File: config.mk
export PLATFORM = sky130hd
export DESIGN_NAME = adc_oversample_avg
export DESIGN_NICKNAME = d
export VERILOG_FILES = /design/src/rtl/adc_pkg.sv /design/src/rtl/adc_avg_accum.sv /design/src/rtl/adc_oversample_avg.sv
export SDC_FILE = /design/constraint.sdc
export NUM_CORES = 1
export LEC_CHECK = 0
export ABC_AREA = 1
export CAP_MARGIN = 20
export CORE_MARGIN = 4
export CORE_UTILIZATION = 31
export CTS_CLUSTER_SIZE = 12
export DETAILED_ROUTE_END_ITERATION = 6
export SYNTH_ARGS = -nofsm -noshare
export SYNTH_HDL_FRONTEND = slang
export SYNTH_SLANG_ARGS = --single-unit
File: constraint.sdc
create_clock -name clk -period 3.1 [get_ports clk]
set_input_delay 0.465 -clock clk [delete_from_list [all_inputs] [get_ports clk]]
set_output_delay 0.465 -clock clk [all_outputs]
set_load 0.02 [all_outputs]
File: src/rtl/adc_pkg.sv
// Shared types and helpers for the ADC oversampling averager.
// Latency: n/a (package only).
// Backpressure: n/a (package only).
package adc_pkg;

  localparam int DEF_DATA_W = 12;
  localparam int DEF_ADDR_W = 6;

  typedef enum logic [1:0] {
    IDLE,
    SETTLE,
    ACCUM
  } state_t;

  // Round-half-up divide by 2^sh, clamped to the largest dw-bit value.
  function automatic logic [31:0] round_sat(input logic [31:0] sum,
                                            input int unsigned sh,
                                            input int unsigned dw);
    logic [31:0] r;
    logic [31:0] lim;
    r   = (sum + (32'd1 << (sh - 1))) >> sh;
    lim = (32'd1 << dw) - 32'd1;
    return (r > lim) ? lim : r;
  endfunction

endpackage

File: src/rtl/adc_avg_accum.sv
// Sample accumulator: running sum, sample count and (ADC_TRIM_MINMAX_EN) min/max trim.
// Latency: result is combinational on the final add strobe; state clears on that same edge.
// Backpressure: none; the FSM decides whether a finished result is kept or dropped.
module adc_avg_accum
  import adc_pkg::*;
#(
  parameter int DATA_W   = DEF_DATA_W,
  parameter int LOG2_AVG = 3
) (
  input  logic              clk,
  input  logic              reset_n,
  input  logic              clr,
  input  logic              add,
  input  logic [DATA_W-1:0] data,
  output logic              last,
  output logic [DATA_W-1:0] result
);

  localparam int ACC_W = DATA_W + LOG2_AVG + 1;
`ifdef ADC_TRIM_MINMAX_EN
  // Two extra samples so the min and max can be thrown away.
  localparam int N_TOT = (1 << LOG2_AVG) + 2;
`else
  localparam int N_TOT = (1 << LOG2_AVG);
`endif
  localparam int CNT_W = $clog2(N_TOT + 1);

  logic [ACC_W-1:0] acc;
  logic [ACC_W-1:0] acc_nxt;
  logic [ACC_W-1:0] sum_fin;
  logic [CNT_W-1:0] n;

  assign acc_nxt = acc + ACC_W'(data);
  assign last    = (n == CNT_W'(N_TOT - 1));

`ifdef ADC_TRIM_MINMAX_EN
  logic [DATA_W-1:0] mn;
  logic [DATA_W-1:0] mx;
  logic [DATA_W-1:0] mn_nxt;
  logic [DATA_W-1:0] mx_nxt;

  // First sample of a block seeds both extremes, so no reset value leaks in.
  assign mn_nxt  = ((n == '0) || (data < mn)) ? data : mn;
  assign mx_nxt  = ((n == '0) || (data > mx)) ? data : mx;
  assign sum_fin = acc_nxt - ACC_W'(mn_nxt) - ACC_W'(mx_nxt);

  // Track running extremes; cleared at every result boundary or abort.
  always_ff @(posedge clk or negedge reset_n) begin
    if (!reset_n) begin
      mn <= '0;
      mx <= '0;
    end else if (clr || (add && last)) begin
      mn <= '0;
      mx <= '0;
    end else if (add) begin
      mn <= mn_nxt;
      mx <= mx_nxt;
    end
  end
`else
  assign sum_fin = acc_nxt;
`endif

  assign result = DATA_W'(round_sat(32'(sum_fin), LOG2_AVG, DATA_W));

  // Sum and count samples; the final sample of a block restarts from zero.
  always_ff @(posedge clk or negedge reset_n) begin
    if (!reset_n) begin
      acc <= '0;
      n   <= '0;
    end else if (clr || (add && last)) begin
      acc <= '0;
      n   <= '0;
    end else if (add) begin
      acc <= acc_nxt;
      n   <= n + 1'b1;
    end
  end

endmodule

File: src/rtl/adc_oversample_avg.sv
// Qualifies ADC samples per mux address, drops settling samples, emits rounded averages (ADC_TRIM_MINMAX_EN: min/max trimmed).
// Latency: avg_vld rises one cycle after the strobe of the last sample in a block.
// Backpressure: avg_vld/avg_data held until avg_rdy; results finishing while blocked are dropped and counted.
module adc_oversample_avg
  import adc_pkg::*;
#(
  parameter int DATA_W   = DEF_DATA_W,
  parameter int ADDR_W   = DEF_ADDR_W,
  parameter int SETTLE_N = 4,
  parameter int LOG2_AVG = 3
) (
  input  logic              clk,
  input  logic              reset_n,
  input  logic [DATA_W-1:0] smp_data,
  input  logic              smp_vld,
  input  logic [ADDR_W-1:0] addr,
  output logic [DATA_W-1:0] avg_data,
  output logic [ADDR_W-1:0] avg_addr,
  output logic              avg_vld,
  input  logic              avg_rdy,
  output logic              busy,
  output logic [7:0]        drop_cnt
);

  localparam int SCNT_W = (SETTLE_N < 2) ? 1 : $clog2(SETTLE_N + 1);

  state_t            state;
  logic [ADDR_W-1:0] addr_q;
  logic [ADDR_W-1:0] tag;
  logic              first_q;
  logic [SCNT_W-1:0] settle_cnt;
  logic              addr_chg;
  logic              settle_done;
  logic              acc_clr;
  logic              acc_add;
  logic              acc_last;
  logic              done;
  logic [DATA_W-1:0] acc_result;

  // The first cycle out of reset counts as a channel change so the current
  // address is always settled before any sample is trusted.
  assign addr_chg    = first_q || (addr != addr_q);
  assign settle_done = (state == SETTLE) && smp_vld && (settle_cnt == SCNT_W'(1));
  // Any address change aborts a partial block, including a sample arriving with it.
  assign acc_clr     = addr_chg || settle_done;
  assign acc_add     = (state == ACCUM) && smp_vld && !addr_chg;
  assign done        = acc_add && acc_last;
  assign busy        = (state != IDLE);

  adc_avg_accum #(
    .DATA_W  (DATA_W),
    .LOG2_AVG(LOG2_AVG)
  ) u_accum (
    .clk    (clk),
    .reset_n(reset_n),
    .clr    (acc_clr),
    .add    (acc_add),
    .data   (smp_data),
    .last   (acc_last),
    .result (acc_result)
  );

  // Register the mux address every cycle to detect channel changes.
  always_ff @(posedge clk or negedge reset_n) begin
    if (!reset_n) begin
      addr_q  <= '0;
      first_q <= 1'b1;
    end else begin
      addr_q  <= addr;
      first_q <= 1'b0;
    end
  end

  // Channel state machine: settle after each address change, then accumulate indefinitely.
  always_ff @(posedge clk or negedge reset_n) begin
    if (!reset_n) begin
      state      <= IDLE;
      tag        <= '0;
      settle_cnt <= '0;
    end else if (addr_chg) begin
      tag        <= addr;
      settle_cnt <= SCNT_W'(SETTLE_N);
      state      <= (SETTLE_N == 0) ? ACCUM : SETTLE;
    end else begin
      unique case (state)
        SETTLE: begin
          if (smp_vld) begin
            settle_cnt <= settle_cnt - 1'b1;
            if (settle_done) state <= ACCUM;
          end
        end
        default: state <= state;
      endcase
    end
  end

  // Output holding register; a pending result is never overwritten unless it is being taken.
  always_ff @(posedge clk or negedge reset_n) begin
    if (!reset_n) begin
      avg_data <= '0;
      avg_addr <= '0;
      avg_vld  <= 1'b0;
      drop_cnt <= '0;
    end else if (done) begin
      if (!avg_vld || avg_rdy) begin
        avg_data <= acc_result;
        avg_addr <= tag;
        avg_vld  <= 1'b1;
      end else if (drop_cnt != 8'hFF) begin
        drop_cnt <= drop_cnt + 8'd1;
      end
    end else if (avg_vld && avg_rdy) begin
      avg_vld <= 1'b0;
    end
  end

endmodule

* Word level (Yosys, flattened, before mapping)
Index checks and enable logic that the tools add are counted.
** Cells by class
- Add/subtract/negate cells :: 5
- Reductions and logical operators :: 23
- Mux-type cells :: 15
- Magnitude comparators :: 1
- Bitwise gates (word level) :: 1
- Equal/unequal tests :: 7
** Operator list (number)
- $mux W16 :: 2
- $add A16 B3 Y17 const B :: 1
- $add A16 B12 Y16 :: 1
- $gt A14 B12 Y1 const B :: 1
- $mux W12 :: 1
- $reduce_bool A2 Y1 :: 6
- $mux W3 :: 3
- $add A8 B1 Y8 const B :: 1
- $mux W2 :: 4
- $mux W4 :: 2
- $ne A8 B8 Y1 const B :: 1
- $logic_and A1 B1 Y1 :: 6
- $ne A6 B6 Y1 :: 1
- $reduce_and A2 Y1 :: 3
- $reduce_and A3 Y1 :: 2
- $add A4 B1 Y4 const B :: 1
- $eq A4 B3 Y1 const B :: 1
- $logic_or A1 B1 Y1 :: 4
- $eq A3 B1 Y1 const B :: 1
- $mux W1 :: 3
- $sub A3 B1 Y3 const B :: 1
- $eq A2 B1 Y1 const B :: 1
- $eq A2 B2 Y1 const B :: 1
- $logic_not A1 Y1 :: 2
- other kinds (2) :: 2
** Storage, ports and cells
- Bits in registers :: 65
- Output and inout port bits :: 28
- Input port bits :: 22

* Logic depth before layout (Yosys ltp)
Gate-level depths: netlist of run 1.
- Depth after elaboration :: 7
- Mapped depth :: 18
- Mapped depth without buffers :: 17

* Modules after synthesis
From an unflattened synthesis of run 1, not the netlist that was laid out.
** Second synthesis, totals
- Cell total of the unflattened synthesis :: 603
- Area, all modules :: 4459.3 µm²
** By module, submodules not included
- adc_avg_accum :: instances 1, area each 2419.8 µm², cells each 371, sequential area each 500.5 µm²
- adc_oversample_avg :: instances 1, area each 2039.5 µm², cells each 232, sequential area each 1127.3 µm²

* Worst setup path before layout of run 1
OpenSTA, ideal clock, no wires.
- Path type :: input-to-reg
- Start point :: input port smp_data[0]
- End point :: register avg_data[10]
- Slack :: 0.531 ns
- Library setup time :: 0.071 ns
- Stages on the path :: 14
- Data arrival time :: 2.498 ns
- Path through :: ha_1 > fa_1 > xor2_1 > ha_1 > inv_1 > nor2_2 > nand3_4 > nor2_8 > nand2_2 > nand2_2 > nand3_4 > nand2_4 > nor2_1 > nor2_1
** Between the ends
- Word-level cells in the longest chain between the ends :: 4
** Ends and longest elaborated chain
- from (decl) :: line adc_oversample_avg.sv:14 : input logic [DATA_W-1:0] smp_data,
- $add A16 B12 Y16 * :: line adc_avg_accum.sv:33 : assign acc_nxt = acc + ACC_W'(data);
- $add A16 B3 Y17 * :: line adc_pkg.sv:21 : r = (sum + (32'd1 << (sh - 1))) >> sh;
- $gt A14 B12 Y1 :: line adc_pkg.sv:23 : return (r > lim) ? lim : r;
- $mux W12 * :: line adc_pkg.sv:23
- to (signal assigned) :: line adc_oversample_avg.sv:106 : avg_data <= acc_result;
- to (decl) :: line adc_oversample_avg.sv:17 : output logic [DATA_W-1:0] avg_data,
Mark *: on every way between the ends. The rest lies on a longest branch, timed or not.
A chain may end at the register's enable or synchronous reset.

* Worst setup path after layout of run 1
- Start point :: input port smp_data[0]
- End point :: register avg_data[11]
Same word-level chain as after synthesis.

==> impl_metrics.csv, run 1 <==
group,metric,value,unit
final_layout,layout-drive-gt1-share,13.9,%
floorplan,die_area,0.0157,mm²
critical_path,timing.rr.start,"u_accum.acc[0]$_DFFE_PN0P_",
power_and_ir_drop,p_seq_share,39.4,%
power_and_ir_drop,power.switching,0.510,mW
grt,top_usage_layer,"met2",
clock_tree,cts_resized,0,
critical_path,arrival,3020,ps
power_and_ir_drop,ir_worst_vdd,0.491,mV
grt,met2_usage,25.2,%
critical_path,crit_path_end_kind,"flop",
timing,clock_skew,9.28,ps
placement,port_buffers,49,
synthesis,syn_nets,625,
clock_tree,cts_tree,"yes",
synthesis,yosys_warnings,0,
power_and_ir_drop,p_per_area,407,mW/mm²
clock_tree,cts_root_buf,"clkbuf_16",
critical_path,cp_max_fo,9,
routing,vias,3889,
clock_tree,cts_max_level,3,
synthesis,synth.distinct_cells,41,
power_and_ir_drop,clkPwrFrac,52.8,%
clock_tree,cts_buffers,9,
critical_path,required,3370,ps
routing,dr.pass1.iters,6,
power_and_ir_drop,combPwrFrac,7.7,%
power_and_ir_drop,p_sw_share,23.3,%
critical_path,r2r_cells,14,
grt,use_met1,17.5,%
synthesis,yosys_register_bits,65,
timing,tightest_slew,605,ps
grt,overflow,0,
floorplan,die_h,125,µm
routing,drtIter0Drc,282,
timing,setup_tns,0,ps
critical_path,slowest_delay,440,ps
synthesis,synth_edf_count,0,
final_layout,nets,691,
routing,final_antenna_net_count,0,
synthesis,ys_async_sr_fraction,100,%
critical_path,startpoint,"smp_data[0]",
timing,setup_viol,0,
placement,gp_congestion,0.852,
floorplan,rows,42,
timing,maxSlewViolCount,0,
critical_path,startpoint_type,"input port",
floorplan,initial_core_util,31.9,%
timing,period_share,88.9,%
run,cap_viol_max_count,0,
grt,antenna_found_initial,0,
clock_tree,cts_hold_buf,0,
min_path,min_path_type,"input port to async pin",
power_and_ir_drop,finalPower,2.19,mW
critical_path,reg2reg_to,"avg_data[11]$_DFFE_PN0P_",
timing,hold_viol,0,
final_layout,num_antenna_cells,0,
timing,max_freq,363,MHz
timing,setup_slack,345,ps
grt,grt_max_degree,45,
placement,pre_cts_ws,-2.92,ps
placement,dp_hpwl,8.39,mm
clock_tree,clkSinkCount,65,
synthesis,ys.flop_type,"dfrtp_1",
floorplan,coreArea,0.0134,mm²
clock_tree,clk_pin_slew_worst_paths,60,ps
routing,via_per_inst,4.67,
grt,first_global_vias,3970,
power_and_ir_drop,p_int,1.68,mW
timing,relSlewSlack,59.7,%
routing,drc_errors,0,
clock_tree,insertion_delay,340,ps
synthesis,syn-cell-area,0.00428,mm²
critical_path,critPathKind,"input port to flop",
grt,grt_pass1_wl,18.6,mm
critical_path,crit_path_end,"avg_data[11]$_DFFE_PN0P_",
critical_path,ff2ff_setup_slack,510,ps
grt,met3_usage,4.39,%
outcome,status,"completed",
routing,wire_per_inst,13.0,µm
final_layout,area_delta_synth_final,25.7,%
placement,place_area,0.00504,mm²
synthesis,avgSynthCellArea,7.31,µm²
grt,grtUsageTotal,14.5,%
timing,rsz0062_at_grt,"no",
power_and_ir_drop,p_leak,2.75,nW
clock_tree,cts.path.max_buffers,2,
final_layout,final_area,0.00538,mm²
clock_tree,postCtsSetupRepairBufs,0,
critical_path,critPathSlowestCell,"fa_1",
synthesis,synthCells,585,
routing,drt_wl_total,10.8,mm
critical_path,path_cells,"clkdlybuf4s50_1, ha_1, fa_1, xor2_1, ha_1, inv_1, nor2_2, nand3_4, nor2_8, nand2_2, nand2_2, nand3_4, nand2_4, nor2_1, nor2_1",
synthesis,seq_area_frac_synth,38.0,%
floorplan,io_pins,50,
floorplan,die_w,125,µm
timing,min_period,2750,ps
how the worst min path moves through the flow:
stage	start	end	slack (ps)	depth (start not counted)
after floorplan	reset_n	addr_q[0]$_DFF_PN0_	170	0
final	reset_n	drop_cnt[6]$_DFFE_PN0P_	90	1
after global placement	reset_n	avg_data[10]$_DFFE_PN0P_	450	1
after global routing	reset_n	drop_cnt[4]$_DFFE_PN0P_	130	1
after detailed placement	reset_n	avg_data[10]$_DFFE_PN0P_	460	1
after CTS	reset_n	drop_cnt[4]$_DFFE_PN0P_	90	1
final cells by class:
class	instances	area [µm²]
multi-input cells	417	2250
flip-flops and latches	65	1630
clock buffers	11	253
inverters	97	364
clock inverters	5	86.3
repair buffers	61	576
fillers	1394	8020
well taps	176	220
sequential cells by signal, summed over array words and instances (netlist names):
name         flops
avg_addr         6
drop_cnt         8
settle_cnt       3
tag              6
avg_data        12
avg_vld          1
u_accum.acc     16
u_accum.n        4
addr_q           6
state            2
first_q          1
kinds of logic (layout without fill, tap and decap cells):
kind of cell | Yosys count | after routing | synth area share (%)
and+or+nand+nor | 335 | 335 | 38.2
buffers and inverters | 103 | 174 | 9.33
DFF | 65 | 65 | 38.0
AOI/OAI and AO/OA | 53 | 53 | 6.90
adders and majority gates | 18 | 18 | 5.44
xor gates and xnor gates | 10 | 10 | 2.05
other | 1 | 1 | 0.0876
power groups by stage:
stage	logic (mW)	registers (mW)	clock network (mW)
3_5_place_dp	0.171	0.879	0
5_1_grt	0.191	0.864	1.23
2_1_floorplan	0.0906	0.879	0
3_3_place_gp	0.168	0.879	0
6_report	0.169	0.864	1.16
4_1_cts	0.172	0.864	1.18
cells in the mapped netlist, types with 2 or more instances:
| library cell | number | area [µm²] |
|---|---|---|
| dfrtp_1 | 64 | 1600 |
| or2_2 | 13 | 81.3 |
| nand2_2 | 15 | 93.8 |
| nand2_1 | 173 | 649 |
| o21ai_0 | 29 | 145 |
| nand3_4 | 2 | 35.0 |
| nor2_1 | 35 | 131 |
| a21oi_1 | 13 | 65.1 |
| nor3_1 | 7 | 35.0 |
| nand4_1 | 14 | 87.6 |
| nor2_2 | 7 | 43.8 |
| o22ai_1 | 3 | 18.8 |
| inv_1 | 92 | 345 |
| xnor2_1 | 5 | 43.8 |
| nand3_2 | 7 | 70.1 |
| inv_2 | 5 | 18.8 |
| ha_1 | 17 | 213 |
| buf_2 | 4 | 20.0 |
| nand3_1 | 42 | 210 |
| nand2_4 | 2 | 22.5 |
| nor2_4 | 6 | 67.6 |
| and2_1 | 4 | 25.0 |
| a22o_1 | 4 | 35.0 |
| xor2_1 | 5 | 43.8 |
critical path: cells and delay by family:
family	cells	cell delay (ps)
adder cells (fa/ha/maj)	3	860
buffers and inverters	2	450
XOR/XNOR	1	240
AND/OR/NAND/NOR	9	980
cell usage in the layout (no fill, tap or decap), drive strengths merged, types with 15 or more instances in the layout:
cell | netlist | final
nand2 | 190 | 190
nand3 | 51 | 51
or2 | 15 | 15
clkdlybuf4s50 | 0 | 48
inv | 97 | 98
nand4 | 15 | 15
ha | 17 | 17
nor2 | 49 | 49
o21ai | 29 | 29
dfrtp | 64 | 64
layer usage:
| metal | routed length [µm] | vias up | share of wire (%) |
|---|---|---|---|
| met4 | 108 | 0 | 1.0 |
| met3 | 563 | 9 | 5.2 |
| met2 | 5300 | 96 | 49 |
| met5 | 0 | - | 0 |
| li1 | - | 1977 | - |
| met1 | 4870 | 1807 | 45 |
through the flow:
step	hold WS [ps]	cells	util, %
floorplan	169	585	-
global placement	453	816	37.6
detailed placement	459	816	37.6
CTS	90.3	832	40.1
global route	127	832	40.1
finish	87.6	832	40.1
Note: power is estimated with default switching activity, not from simulation.
==> inputs of run 2 (changes only) <==
- CTS_CLUSTER_DIAMETER: not set -> 80
==> results of run 2 <==
The final DEF is identical to that of run 1; final timing and power are the same.
